### src/rtl/pc_flow_ctrl_pkg.sv
// Shared definitions for the pipeline front-end flow controller:
// datapath width, next-PC operation encodings, FSM states and a
// small address-alignment helper.
package pc_flow_ctrl_pkg;

    localparam int XLEN  = 32;
    localparam int CNT_W = 16;

    typedef enum logic [1:0] {
        NPC_SEQ  = 2'b00,
        NPC_JALR = 2'b01,
        NPC_BR   = 2'b10,
        NPC_JAL  = 2'b11
    } npc_op_e;

    typedef enum logic [1:0] {
        ST_BOOT     = 2'b00,
        ST_RUN      = 2'b01,
        ST_LU_STALL = 2'b10
    } fc_state_e;

    // A fetch target is misaligned when it is not on a 4-byte boundary.
    function automatic logic is_misaligned(input logic [XLEN-1:0] addr);
        return (addr[1:0] != 2'b00);
    endfunction

endpackage

### src/rtl/pc_flow_ctrl_if.sv
// Signal bundle between the flow controller and its surroundings
// (next-PC unit, EX/ID hazard sources, pipeline registers).
// master: the flow controller itself. slave: the environment.
interface pc_flow_ctrl_if;
    import pc_flow_ctrl_pkg::*;

    logic [XLEN-1:0] npc;
    logic            ex_valid;
    logic            ex_is_jal;
    logic            ex_is_jalr;
    logic            ex_is_branch;
    logic            ex_br_taken;
    logic            ex_is_load;
    logic [4:0]      ex_rd;
    logic [4:0]      id_rs1;
    logic [4:0]      id_rs2;
    logic            id_use_rs1;
    logic            id_use_rs2;
    logic            mem_busy;

    logic [XLEN-1:0] if_pc;
    logic [1:0]      npc_op;
    logic            stop;
    logic            ifid_hold;
    logic            ifid_flush;
    logic            idex_hold;
    logic            idex_flush;
    logic            misalign_trap;

    modport master (
        input  npc, ex_valid, ex_is_jal, ex_is_jalr, ex_is_branch, ex_br_taken,
               ex_is_load, ex_rd, id_rs1, id_rs2, id_use_rs1, id_use_rs2, mem_busy,
        output if_pc, npc_op, stop, ifid_hold, ifid_flush, idex_hold, idex_flush,
               misalign_trap
    );

    modport slave (
        output npc, ex_valid, ex_is_jal, ex_is_jalr, ex_is_branch, ex_br_taken,
               ex_is_load, ex_rd, id_rs1, id_rs2, id_use_rs1, id_use_rs2, mem_busy,
        input  if_pc, npc_op, stop, ifid_hold, ifid_flush, idex_hold, idex_flush,
               misalign_trap
    );

endinterface

### src/rtl/pc_flow_ctrl_lu_detect.sv
// Load-use hazard comparator: the ID instruction reads a register that
// the load currently in EX has not yet written. x0 never creates a hazard.
module lu_detect (
    input  logic       ex_valid_i,
    input  logic       ex_is_load_i,
    input  logic [4:0] ex_rd_i,
    input  logic [4:0] id_rs1_i,
    input  logic [4:0] id_rs2_i,
    input  logic       id_use_rs1_i,
    input  logic       id_use_rs2_i,
    output logic       lu_o
);

    logic rs1_hit;
    logic rs2_hit;

    assign rs1_hit = id_use_rs1_i & (id_rs1_i == ex_rd_i);
    assign rs2_hit = id_use_rs2_i & (id_rs2_i == ex_rd_i);
    assign lu_o    = ex_valid_i & ex_is_load_i & (ex_rd_i != 5'd0) & (rs1_hit | rs2_hit);

endmodule

### src/rtl/pc_flow_ctrl.sv
// Front-end flow controller: owns the fetch PC, tells the next-PC unit
// what to compute (npc_op/stop) and drives IF/ID and ID/EX hold/flush.
// Priority while running: memory wait > control-transfer redirect > load-use.
// Optional feature macro: PC_MISALIGN_TRAP_EN -- a redirect to a
// non-word-aligned target is replaced by TRAP_VEC and flagged on
// misalign_trap. Without it the target is taken as-is and the flag is 0.
module pc_flow_ctrl
    import pc_flow_ctrl_pkg::*;
#(
    parameter logic [XLEN-1:0] RESET_PC    = 32'h0000_0000,
    parameter int              BOOT_CYCLES = 4,
    parameter int              LU_CYCLES   = 1
`ifdef PC_MISALIGN_TRAP_EN
    ,
    parameter logic [XLEN-1:0] TRAP_VEC    = 32'h0000_0100
`endif
) (
    input  logic          clk,
    input  logic          rst,
    pc_flow_ctrl_if.master bus
);

    localparam logic [CNT_W-1:0] BOOT_INIT = CNT_W'(BOOT_CYCLES - 1);
    localparam logic [CNT_W-1:0] LU_INIT   = (LU_CYCLES > 1) ? CNT_W'(LU_CYCLES - 2) : '0;
    localparam logic             LU_MULTI  = (LU_CYCLES > 1);

    fc_state_e        state_q, state_d;
    logic [CNT_W-1:0] boot_cnt_q, boot_cnt_d;
    logic [CNT_W-1:0] lu_cnt_q, lu_cnt_d;
    logic [XLEN-1:0]  pc_q, pc_d;

    npc_op_e          op_sel;
    npc_op_e          npc_op_w;
    logic             redirect;
    logic             lu_hit;
    logic             stop_w;
    logic             ifid_hold_w;
    logic             ifid_flush_w;
    logic             idex_hold_w;
    logic             idex_flush_w;
    logic             trap_w;

    assign redirect = bus.ex_valid &
                      (bus.ex_is_jal | bus.ex_is_jalr | (bus.ex_is_branch & bus.ex_br_taken));

    lu_detect u_lu_detect (
        .ex_valid_i   (bus.ex_valid),
        .ex_is_load_i (bus.ex_is_load),
        .ex_rd_i      (bus.ex_rd),
        .id_rs1_i     (bus.id_rs1),
        .id_rs2_i     (bus.id_rs2),
        .id_use_rs1_i (bus.id_use_rs1),
        .id_use_rs2_i (bus.id_use_rs2),
        .lu_o         (lu_hit)
    );

    // Decode the EX control-transfer kind into the next-PC operation.
    always_comb begin
        op_sel = NPC_SEQ;
        if (bus.ex_valid) begin
            if (bus.ex_is_jal) begin
                op_sel = NPC_JAL;
            end else if (bus.ex_is_jalr) begin
                op_sel = NPC_JALR;
            end else if (bus.ex_is_branch) begin
                op_sel = NPC_BR;
            end else begin
                op_sel = NPC_SEQ;
            end
        end else begin
            op_sel = NPC_SEQ;
        end
    end

    // Next-state, counter, PC and pipeline-control decode.
    always_comb begin
        state_d      = state_q;
        boot_cnt_d   = boot_cnt_q;
        lu_cnt_d     = lu_cnt_q;
        pc_d         = pc_q;
        npc_op_w     = NPC_SEQ;
        stop_w       = 1'b0;
        ifid_hold_w  = 1'b0;
        ifid_flush_w = 1'b0;
        idex_hold_w  = 1'b0;
        idex_flush_w = 1'b0;
        trap_w       = 1'b0;

        case (state_q)
            ST_BOOT: begin
                stop_w       = 1'b1;
                ifid_flush_w = 1'b1;
                idex_flush_w = 1'b1;
                pc_d         = RESET_PC;
                if (boot_cnt_q == '0) begin
                    state_d = ST_RUN;
                end else begin
                    boot_cnt_d = boot_cnt_q - CNT_W'(1);
                end
            end

            ST_RUN: begin
                if (bus.mem_busy) begin
                    // Whole pipe frozen; EX re-presents any redirect later.
                    stop_w      = 1'b1;
                    ifid_hold_w = 1'b1;
                    idex_hold_w = 1'b1;
                    pc_d        = bus.npc;
                end else if (redirect) begin
                    // ID holds a wrong-path instruction, so load-use is moot.
                    npc_op_w     = op_sel;
                    ifid_flush_w = 1'b1;
                    idex_flush_w = 1'b1;
`ifdef PC_MISALIGN_TRAP_EN
                    if (is_misaligned(bus.npc)) begin
                        pc_d   = TRAP_VEC;
                        trap_w = 1'b1;
                    end else begin
                        pc_d = bus.npc;
                    end
`else
                    pc_d = bus.npc;
`endif
                end else if (lu_hit) begin
                    npc_op_w     = op_sel;
                    stop_w       = 1'b1;
                    ifid_hold_w  = 1'b1;
                    idex_flush_w = 1'b1;
                    pc_d         = bus.npc;
                    if (LU_MULTI) begin
                        state_d  = ST_LU_STALL;
                        lu_cnt_d = LU_INIT;
                    end else begin
                        state_d = ST_RUN;
                    end
                end else begin
                    npc_op_w = op_sel;
                    pc_d     = bus.npc;
                end
            end

            ST_LU_STALL: begin
                pc_d = bus.npc;
                if (bus.mem_busy) begin
                    // Memory wait pauses the stall count.
                    stop_w      = 1'b1;
                    ifid_hold_w = 1'b1;
                    idex_hold_w = 1'b1;
                end else begin
                    npc_op_w     = op_sel;
                    stop_w       = 1'b1;
                    ifid_hold_w  = 1'b1;
                    idex_flush_w = 1'b1;
                    if (lu_cnt_q == '0) begin
                        state_d = ST_RUN;
                    end else begin
                        lu_cnt_d = lu_cnt_q - CNT_W'(1);
                    end
                end
            end

            default: begin
                // Unreachable encoding: restart the boot sequence.
                state_d      = ST_BOOT;
                boot_cnt_d   = BOOT_INIT;
                lu_cnt_d     = '0;
                pc_d         = RESET_PC;
                stop_w       = 1'b1;
                ifid_flush_w = 1'b1;
                idex_flush_w = 1'b1;
            end
        endcase
    end

    // State, counters and fetch PC register.
    always_ff @(posedge clk or posedge rst) begin
        if (rst) begin
            state_q    <= ST_BOOT;
            boot_cnt_q <= BOOT_INIT;
            lu_cnt_q   <= '0;
            pc_q       <= RESET_PC;
        end else begin
            state_q    <= state_d;
            boot_cnt_q <= boot_cnt_d;
            lu_cnt_q   <= lu_cnt_d;
            pc_q       <= pc_d;
        end
    end

    assign bus.if_pc         = pc_q;
    assign bus.npc_op        = npc_op_w;
    assign bus.stop          = stop_w;
    assign bus.ifid_hold     = ifid_hold_w;
    assign bus.ifid_flush    = ifid_flush_w;
    assign bus.idex_hold     = idex_hold_w;
    assign bus.idex_flush    = idex_flush_w;
    assign bus.misalign_trap = trap_w;

endmodule
### src/flat_wrapper.sv
// flat-port wrapper written by rule: the top's interface ports become plain ports
module pc_flow_ctrl_flat import pc_flow_ctrl_pkg::*;
#(
    parameter logic [XLEN-1:0] RESET_PC    = 32'h0000_0000,
    parameter int              BOOT_CYCLES = 4,
    parameter int              LU_CYCLES   = 1

)
  (clk, rst, bus_npc, bus_ex_valid, bus_ex_is_jal, bus_ex_is_jalr, bus_ex_is_branch, bus_ex_br_taken, bus_ex_is_load, bus_ex_rd, bus_id_rs1, bus_id_rs2, bus_id_use_rs1, bus_id_use_rs2, bus_mem_busy, bus_if_pc, bus_npc_op, bus_stop, bus_ifid_hold, bus_ifid_flush, bus_idex_hold, bus_idex_flush, bus_misalign_trap);
  pc_flow_ctrl_if bus_i ();
  input  logic clk;
  input  logic rst;
  input wire logic [$bits(bus_i.npc)-1:0] bus_npc;
  input wire logic [$bits(bus_i.ex_valid)-1:0] bus_ex_valid;
  input wire logic [$bits(bus_i.ex_is_jal)-1:0] bus_ex_is_jal;
  input wire logic [$bits(bus_i.ex_is_jalr)-1:0] bus_ex_is_jalr;
  input wire logic [$bits(bus_i.ex_is_branch)-1:0] bus_ex_is_branch;
  input wire logic [$bits(bus_i.ex_br_taken)-1:0] bus_ex_br_taken;
  input wire logic [$bits(bus_i.ex_is_load)-1:0] bus_ex_is_load;
  input wire logic [$bits(bus_i.ex_rd)-1:0] bus_ex_rd;
  input wire logic [$bits(bus_i.id_rs1)-1:0] bus_id_rs1;
  input wire logic [$bits(bus_i.id_rs2)-1:0] bus_id_rs2;
  input wire logic [$bits(bus_i.id_use_rs1)-1:0] bus_id_use_rs1;
  input wire logic [$bits(bus_i.id_use_rs2)-1:0] bus_id_use_rs2;
  input wire logic [$bits(bus_i.mem_busy)-1:0] bus_mem_busy;
  output wire logic [$bits(bus_i.if_pc)-1:0] bus_if_pc;
  output wire logic [$bits(bus_i.npc_op)-1:0] bus_npc_op;
  output wire logic [$bits(bus_i.stop)-1:0] bus_stop;
  output wire logic [$bits(bus_i.ifid_hold)-1:0] bus_ifid_hold;
  output wire logic [$bits(bus_i.ifid_flush)-1:0] bus_ifid_flush;
  output wire logic [$bits(bus_i.idex_hold)-1:0] bus_idex_hold;
  output wire logic [$bits(bus_i.idex_flush)-1:0] bus_idex_flush;
  output wire logic [$bits(bus_i.misalign_trap)-1:0] bus_misalign_trap;
  assign bus_i.npc = bus_npc;
  assign bus_i.ex_valid = bus_ex_valid;
  assign bus_i.ex_is_jal = bus_ex_is_jal;
  assign bus_i.ex_is_jalr = bus_ex_is_jalr;
  assign bus_i.ex_is_branch = bus_ex_is_branch;
  assign bus_i.ex_br_taken = bus_ex_br_taken;
  assign bus_i.ex_is_load = bus_ex_is_load;
  assign bus_i.ex_rd = bus_ex_rd;
  assign bus_i.id_rs1 = bus_id_rs1;
  assign bus_i.id_rs2 = bus_id_rs2;
  assign bus_i.id_use_rs1 = bus_id_use_rs1;
  assign bus_i.id_use_rs2 = bus_id_use_rs2;
  assign bus_i.mem_busy = bus_mem_busy;
  assign bus_if_pc = bus_i.if_pc;
  assign bus_npc_op = bus_i.npc_op;
  assign bus_stop = bus_i.stop;
  assign bus_ifid_hold = bus_i.ifid_hold;
  assign bus_ifid_flush = bus_i.ifid_flush;
  assign bus_idex_hold = bus_i.idex_hold;
  assign bus_idex_flush = bus_i.idex_flush;
  assign bus_misalign_trap = bus_i.misalign_trap;
  pc_flow_ctrl #(.RESET_PC(RESET_PC), .BOOT_CYCLES(BOOT_CYCLES), .LU_CYCLES(LU_CYCLES)) u_core (.clk(clk), .rst(rst), .bus(bus_i));
endmodule
### config.mk
export PLATFORM = sky130hd
export DESIGN_NAME = pc_flow_ctrl_flat
export DESIGN_NICKNAME = d
export VERILOG_FILES = /design/src/rtl/pc_flow_ctrl_pkg.sv /design/src/rtl/pc_flow_ctrl_if.sv /design/src/rtl/pc_flow_ctrl_lu_detect.sv /design/src/rtl/pc_flow_ctrl.sv /design/src/flat_wrapper.sv
export SDC_FILE = /design/constraint.sdc
export NUM_CORES = 1
export LEC_CHECK = 0
export CORE_MARGIN = 2
export CORE_UTILIZATION = 40
export CTS_CLUSTER_DIAMETER = 60
export DETAILED_ROUTE_END_ITERATION = 8
export PLACE_DENSITY = 0.78
export RECOVER_POWER = 50
export SETUP_SLACK_MARGIN = 0.3
export SYNTH_ARGS = -nofsm -noshare
export SYNTH_HDL_FRONTEND = slang
export SYNTH_SLANG_ARGS = --single-unit
### constraint.sdc
create_clock -name clk -period 2.14 [get_ports clk]
set_input_delay 0.642 -clock clk [delete_from_list [all_inputs] [get_ports clk]]
set_output_delay 0.642 -clock clk [all_outputs]
set_load 0.02 [all_outputs]
==> results.yml, run 1 <==
detailed_routing:
  first_pass_iters: 4
  drtAntennaViolNets: 0
  wl_mm: 5.46
  avgRoutedWirePerCell_um: 14.6
  num_vias: 1768
  remaining_drc_errors: 0
  initialDrtViolationCount: 83
  drt-vias-per-instance: 4.73
synth:
  synthTopCellsByArea: "dfrtp_1, and2_1, xnor2_1"
  synth-seq-cells: 49
  synth_top_cell_by_area: "dfrtp_1"
  ys_types: 37
  syn_inst: 180
  avgSynthCellArea_sq_um: 11.7
  seq_area_frac_synth_pct: 58.6
  mappedNetlistArea_sq_um: 2100
  synth_warnings: 0
  yosys.area.top_type_share_pct: 56.1
  mappedNetlistNets: 240
setup_path:
  path_class: "input pin to primary output"
  path_max_fanout: 3
  cp_data_required_time_ns: 1.50
  crit_chain: "buf_6 > xor2_2 > nor4_4 > a32oi_4 > o21ai_2 > buf_6"
  cp_top_family: "compound AO/OA/AOI/OAI gates"
  slowest_stage: "nor4_4"
  path_buf_inv: 2
  cp_common_cell: "buf_6"
  cp-start-kind: "input pin"
  critPathCaptureType: "primary output"
  slowest_delay_ns: 0.30
  worstPathArrival_ns: 1.72
  ff2ff_setup_slack_ns: 0.11
placement:
  io_buffers: 96
  hpwl_mm: 3.48
  placed_cell_area_sq_um: 3230
  dp_slack_ns: -1.08
  place_congestion: 0.829
timing:
  skew_ns: 0.00546
  rsz0062_at_grt: "yes"
  period_needed_ns: 2.36
  fin_setup_tns_ns: -0.637
  hold_viol: 0
  setup_ws_ns: -0.224
  slew_viol_final: 0
  tightest_slew_ns: 0.744
  relSlewSlack_pct: 50.3
  max_freq_mhz: 423
  period_share_pct: 110
  final-setup-viol-count: 3
grt:
  grt_first_pass_wirelength_mm: 8.16
  busiest_layer: "met2"
  met1_usage_pct: 19.7
  overflow: 0
  first_global_vias: 1789
  met2_usage_pct: 29.7
  grt_usage_pct: 17.5
  antenna_found_initial: 0
  gr-usage-met3_pct: 8.18
  grt_max_degree: 37
hold_path:
  min_path_type: "flip-flop to flip-flop"
die:
  die_x_um: 76.4
  row_count: 26
  io_pins: 98
  fp.dieH_um: 76.4
  core_sq_um: 5070
  dieArea_sq_um: 5840
  start_util_pct: 41.3
clock_tree:
  cts_max_path_buffers: 2
  htreeDepth: 2
  cts-root-buf: "clkbuf_8"
  insertion_delay_ns: 0.30
  clock_sinks: 49
  cts_made_buffers: 5
  cts_tree: "done"
  clk_pin_slew_worst_paths_ns: 0.08
  holdBufCountCts: 0
power_and_ir_drop:
  combPwrFrac_pct: 15.7
  p_seq_share_pct: 49.4
  leakagePower_nw: 1.67
  swShare_pct: 23.1
  power-per-cell-area_nw_per_um2: 539
  ir_worst_vdd_mv: 0.525
  intPower_mw: 1.50
  power.net_switching_uw: 450
  clockPowerShare_pct: 34.9
cells_and_area:
  syn2layout_area_growth_pct: 72.2
  n_antenna_cell: 0
  stdcell_area_sq_um: 3610
  drive_gt1_share_pct: 35.2
  nets: 363
flow_run:
  maxCapViolations: 0
status:
  status: "complete, but fails checks"
  violations: "setup timing"
synth_stat cells:
library cell / count
or4b_4: 1
o21ai_0: 4
nand2_1: 4
or4_4: 1
inv_1: 6
buf_4: 1
nand2b_1: 1
a211oi_1: 1
a211o_1: 1
nor3_1: 4
or4_1: 3
buf_6: 1
nand4_1: 3
and2_0: 1
xor2_1: 9
xnor2_1: 14
ha_1: 2
o21bai_1: 1
nand3_1: 4
and2_1: 32
a21oi_1: 2
mux2i_1: 1
conb_1: 1
dfrtp_1: 47
nor2_1: 6
a32oi_1: 1
o21ai_1: 4
o21ai_2: 1
nand2b_4: 1
nor4_1: 5
or3_1: 2
dfstp_2: 2
nor4b_2: 1
nor2b_1: 3
and3_1: 1
o31ai_1: 3
clkbuf_1: 5
metrics by stage:
stage | hold slack [ns] | util [%] | total power, mW | cells
2_1_floorplan | 0.446 | - | 1.10 | 180
3_3_place_gp | 0.463 | 63.6 | 1.31 | 349
3_5_place_dp | 0.470 | 63.6 | 1.31 | 349
4_1_cts | 0.483 | 68.6 | 1.96 | 370
5_1_grt | 0.542 | 71.2 | 2.02 | 374
6_report | 0.512 | 71.2 | 1.95 | 374
state kept, by name, indices dropped and copies added, names as in the netlist:
signal / count
u_core.bus.if_pc: 32
u_core.boot_cnt_q: 16
u_core.state_q: 1
cells by family (layout without fill, tap and decap cells):
group	count (synthesis)	after routing	share of synthesized area, %
AOI/OAI and AO/OA	18	18	5.43
xor gates and xnor gates	23	23	9.61
adders and majority gates	2	2	1.19
buffers and inverters	13	136	2.86
DFF	49	49	58.6
muxes	1	1	0.477
other	1	1	0.179
and+or+nand+nor	73	74	21.7
worst paths after layout:
path,to,depth (start not counted),from
setup / recovery,bus_stop,6,bus_ex_rd[3]
hold / removal,u_core.boot_cnt_q[8],1,u_core.boot_cnt_q[8]
setup reg to reg,u_core.boot_cnt_q[3],4,u_core.boot_cnt_q[11]
hold reg to reg,u_core.boot_cnt_q[8],1,u_core.boot_cnt_q[8]
max in group asynchronous,u_core.boot_cnt_q[9],3,rst
min in group asynchronous,u_core.boot_cnt_q[14],2,rst
worst register-to-register path, delay by kind of cell (launching register included):
kind                      cells  cell delay (ns)
AOI/OAI and AO/OA             1             0.18
xor gates and xnor gates      1             0.15
DFF                           1             0.41
and+or+nand+nor               2             1.22
what timing repair did:
item,in CTS,in global routing
endpoints found under the setup margin,54,23
setup buffers,12,4
pin swaps,26,22
cloned,1,0
resized for setup,161,33
final cells by class:
type,count,area [sq um]
Clock inverter,1,30.0
Clock buffer,7,86.3
Tap cell,70,87.6
Inverter,6,22.5
Fill cell,390,1460
Sequential cell,49,1230
Timing Repair Buffer,122,1060
Multi-Input combinational cell,119,1090
cell usage in the layout, fill, tap and decap left out, types with 2 or more instances in the layout:
master,synthesis,routed
clkbuf_2,0,5
or4b_4,1,2
nand2_1,4,2
dlygate4sd2_1,0,34
nand4_1,3,3
nor3_2,0,2
buf_2,0,9
clkbuf_8,0,6
clkdlybuf4s15_2,0,2
o21ai_2,1,7
buf_6,1,11
inv_1,6,5
dfstp_2,2,2
o31ai_1,3,2
and2_1,32,16
buf_4,1,25
nor2b_4,0,2
nand3_4,0,3
nor4_2,0,2
clkdlybuf4s50_1,0,20
and2_0,1,17
nor4_1,5,2
xor2_1,9,8
xnor2_1,14,7
xnor2_2,0,7
or4_4,1,4
dfrtp_1,47,46
nor3_1,4,2
dlygate4sd3_1,0,16
nor2_1,6,5
nand2_2,0,2
power by group through the flow:
stage | clock (mW) | sequential [mW] | combinational [mW]
final | 0.680 | 0.961 | 0.306
after global routing | 0.728 | 0.964 | 0.331
after detailed placement | 0 | 0.981 | 0.330
after CTS | 0.685 | 0.961 | 0.316
after global placement | 0 | 0.980 | 0.327
after floorplan | 0 | 1.02 | 0.0757
per-layer routing:
layer,up-vias,part of all wire (%)
li1,841,-
met1,854,36
met2,62,54
met3,11,7.8
met4,0,2.1
met5,-,0
No activity file was read; power rests on OpenSTA's default activity.
==> run 2: changes to the inputs <==
- CTS_BUF_LIST: not set -> sky130_fd_sc_hd__clkbuf_4 sky130_fd_sc_hd__clkbuf_8 sky130_fd_sc_hd__clkbuf_16
==> run 2 against run 1 <==
  * The flow still finishes with violations (setup timing)
  * Wire length up 0.49%
  * Final cell count did not move
  * Via count fell by 0.62%
  * Die area unchanged
  * Non-clock buffer count unchanged
  * First-iteration DRC count up 14%
  * Maximum frequency unchanged
  * Core utilization up 0.074 points
  * Global-route usage hardly changed
  * Setup slack is the same
  * Clock skew barely moved
==> results.yml, run 2 (synthesis results as in run 1) <==
power_and_ir_drop:
  clockPowerShare_pct: 35.4
  power.total_mw: 1.96
  p_seq_share_pct: 49.0
  leakagePower_nw: 1.67
  swShare_pct: 23.0
  combPwrFrac_pct: 15.6
  ir_worst_vdd_mv: 0.532
  power.net_switching_uw: 452
  intPower_mw: 1.51
  power-per-cell-area_nw_per_um2: 543
cells_and_area:
  syn2layout_area_growth_pct: 72.4
  nets: 363
  final_cell_mix: "dfrtp_1, dlygate4sd2_1, buf_4, clkdlybuf4s50_1, and2_0"
  drive_gt1_share_pct: 35.5
  largest_reg_flops: 32
  fill_cells: 392
  stdcell_area_sq_um: 3610
  mostFrequentLayoutCell: "dfrtp_1"
  seq_area_sq_um: 1230
  n_antenna_cell: 0
  fin_cells: 374
  multi_input_area_sq_um: 1090
clock_tree:
  cts_tree: "done"
  clock_sinks: 49
  cts-root-buf: "clkbuf_8"
  htreeDepth: 2
  cts_max_path_buffers: 2
  clk_pin_slew_worst_paths_ns: 0.09
  cts_made_buffers: 5
  insertion_delay_ns: 0.30
die:
  start_util_pct: 41.3
  core_sq_um: 5070
  row_count: 26
  io_pins: 98
  die_x_um: 76.4
  dieArea_sq_um: 5840
  fp.dieH_um: 76.4
setup_path:
  cp_top_family: "compound AO/OA/AOI/OAI gates"
  r2r-start: "u_core.boot_cnt_q[11]"
  r2r_cells: 4
  ff2ff_setup_slack_ns: 0.10
  cp_data_required_time_ns: 1.50
  critPathCaptureType: "primary output"
  cp_common_cell: "buf_6"
  slowest_stage: "nor4_4"
  crit_chain: "buf_6 > xor2_2 > nor4_4 > a32oi_4 > o21ai_2 > buf_6"
  path_buf_inv: 2
  path_max_fanout: 3
  slowest_delay_ns: 0.30
  worstPathArrival_ns: 1.72
  r2r_end: "u_core.boot_cnt_q[3]"
  cp-start-kind: "input pin"
  path_class: "input pin to primary output"
detailed_routing:
  remaining_drc_errors: 0
  initialDrtViolationCount: 95
  drt-vias-per-instance: 4.70
  avgRoutedWirePerCell_um: 14.7
  wl_mm: 5.49
  first_pass_iters: 4
  drtAntennaViolNets: 0
  num_vias: 1757
placement:
  place_congestion: 0.829
  dp_slack_ns: -1.08
  placed_cell_area_sq_um: 3230
  hpwl_mm: 3.48
  post-place-cells: 349
  io_buffers: 96
timing:
  period_needed_ns: 2.36
  slew_viol_final: 0
  relSlewSlack_pct: 50.0
  period_share_pct: 110
  hold_viol: 0
  setup_ws_ns: -0.224
  tightest_slew_ns: 0.749
  fin_setup_tns_ns: -0.637
  rsz0062_at_grt: "yes"
  max_freq_mhz: 423
  skew_ns: 0.00560
  final-setup-viol-count: 3
grt:
  grt_max_degree: 37
  overflow: 0
  first_global_vias: 1787
  grt_first_pass_wirelength_mm: 8.17
  grt_usage_pct: 17.6
  antenna_found_initial: 0
status:
  violations: "setup timing"
  status: "complete, but fails checks"
hold_path:
  min_path_type: "flip-flop to flip-flop"
  hold_depth: 2
  holdCritStartpoint: "u_core.boot_cnt_q[9]"
  worstHoldEndpoint: "u_core.boot_cnt_q[9]"
flow_run:
  maxCapViolations: 0
-- run 2: changes by cell type in the layout (fill, tap and decap cells not counted) --
cell,previous run,this run
clkbuf_4,0,1
clkbuf_1,1,0
-- run 2: how the worst max path moves through the flow --
stage,to,from,cells after the start,slack [ns]
global placement,bus_ifid_hold,bus_ex_rd[3],6,-1.03
global route,bus_stop,bus_ex_rd[3],6,-0.30
finish,bus_stop,bus_ex_rd[3],6,-0.22
detailed placement,bus_ifid_hold,bus_ex_rd[3],6,-1.08
CTS,bus_ifid_hold,bus_id_rs1[1],6,-0.28
floorplan,bus_ifid_hold,bus_ex_rd[3],4,0.005
-- run 2: metrics by stage --
stage          utilization, %  hold WS [ns]
2_1_floorplan               -         0.446
3_3_place_gp             63.6         0.463
6_report                 71.2         0.511
3_5_place_dp             63.6         0.470
4_1_cts                  68.6         0.483
5_1_grt                  71.2         0.542
-- run 2: power groups by stage --
| stage | combinational [mW] | sequential, mW | clock (mW) |
|---|---|---|---|
| floorplan | 0.0757 | 1.02 | 0 |
| global placement | 0.327 | 0.980 | 0 |
| detailed placement | 0.330 | 0.981 | 0 |
| CTS | 0.316 | 0.961 | 0.697 |
| global route | 0.331 | 0.964 | 0.741 |
| finish | 0.306 | 0.961 | 0.694 |
-- run 2: worst min-delay path, stage by stage (launching register included) --
cell and delay (ns):
dfrtp_1 0.36, o31ai_1 0.07, o31ai_1 0.06
-- run 2: layout make-up --
| class | instances | area share, % |
|---|---|---|
| multi-input combinational | 119 | 30.2 |
| inverter | 6 | 0.623 |
| clock buffer | 7 | 2.49 |
| tap | 70 | 2.42 |
| sequential | 49 | 34.0 |
| timing repair buffer | 122 | 29.4 |
| clock inverter | 1 | 0.831 |
-- run 2: layer usage --
layer  wire length [um]  up-vias  share of wire [%]  track usage, %
met5                  0        -                  0               0
met4                112        0                2.0            5.27
met3                426       11                7.8            8.18
met2               2930       60                 53            29.6
met1               2020      845                 37            19.9
li1                   -      841                  -               -
-- run 2: timing repair --
item | 4_1_cts | 5_1_grt
gates resized for setup | 161 | 33
hold endpoints to repair | 0 | 0
setup endpoints to repair | 54 | 23
pin swaps | 26 | 22
gates cloned | 1 | 0
setup buffers | 12 | 4
hold buffers | 0 | 0
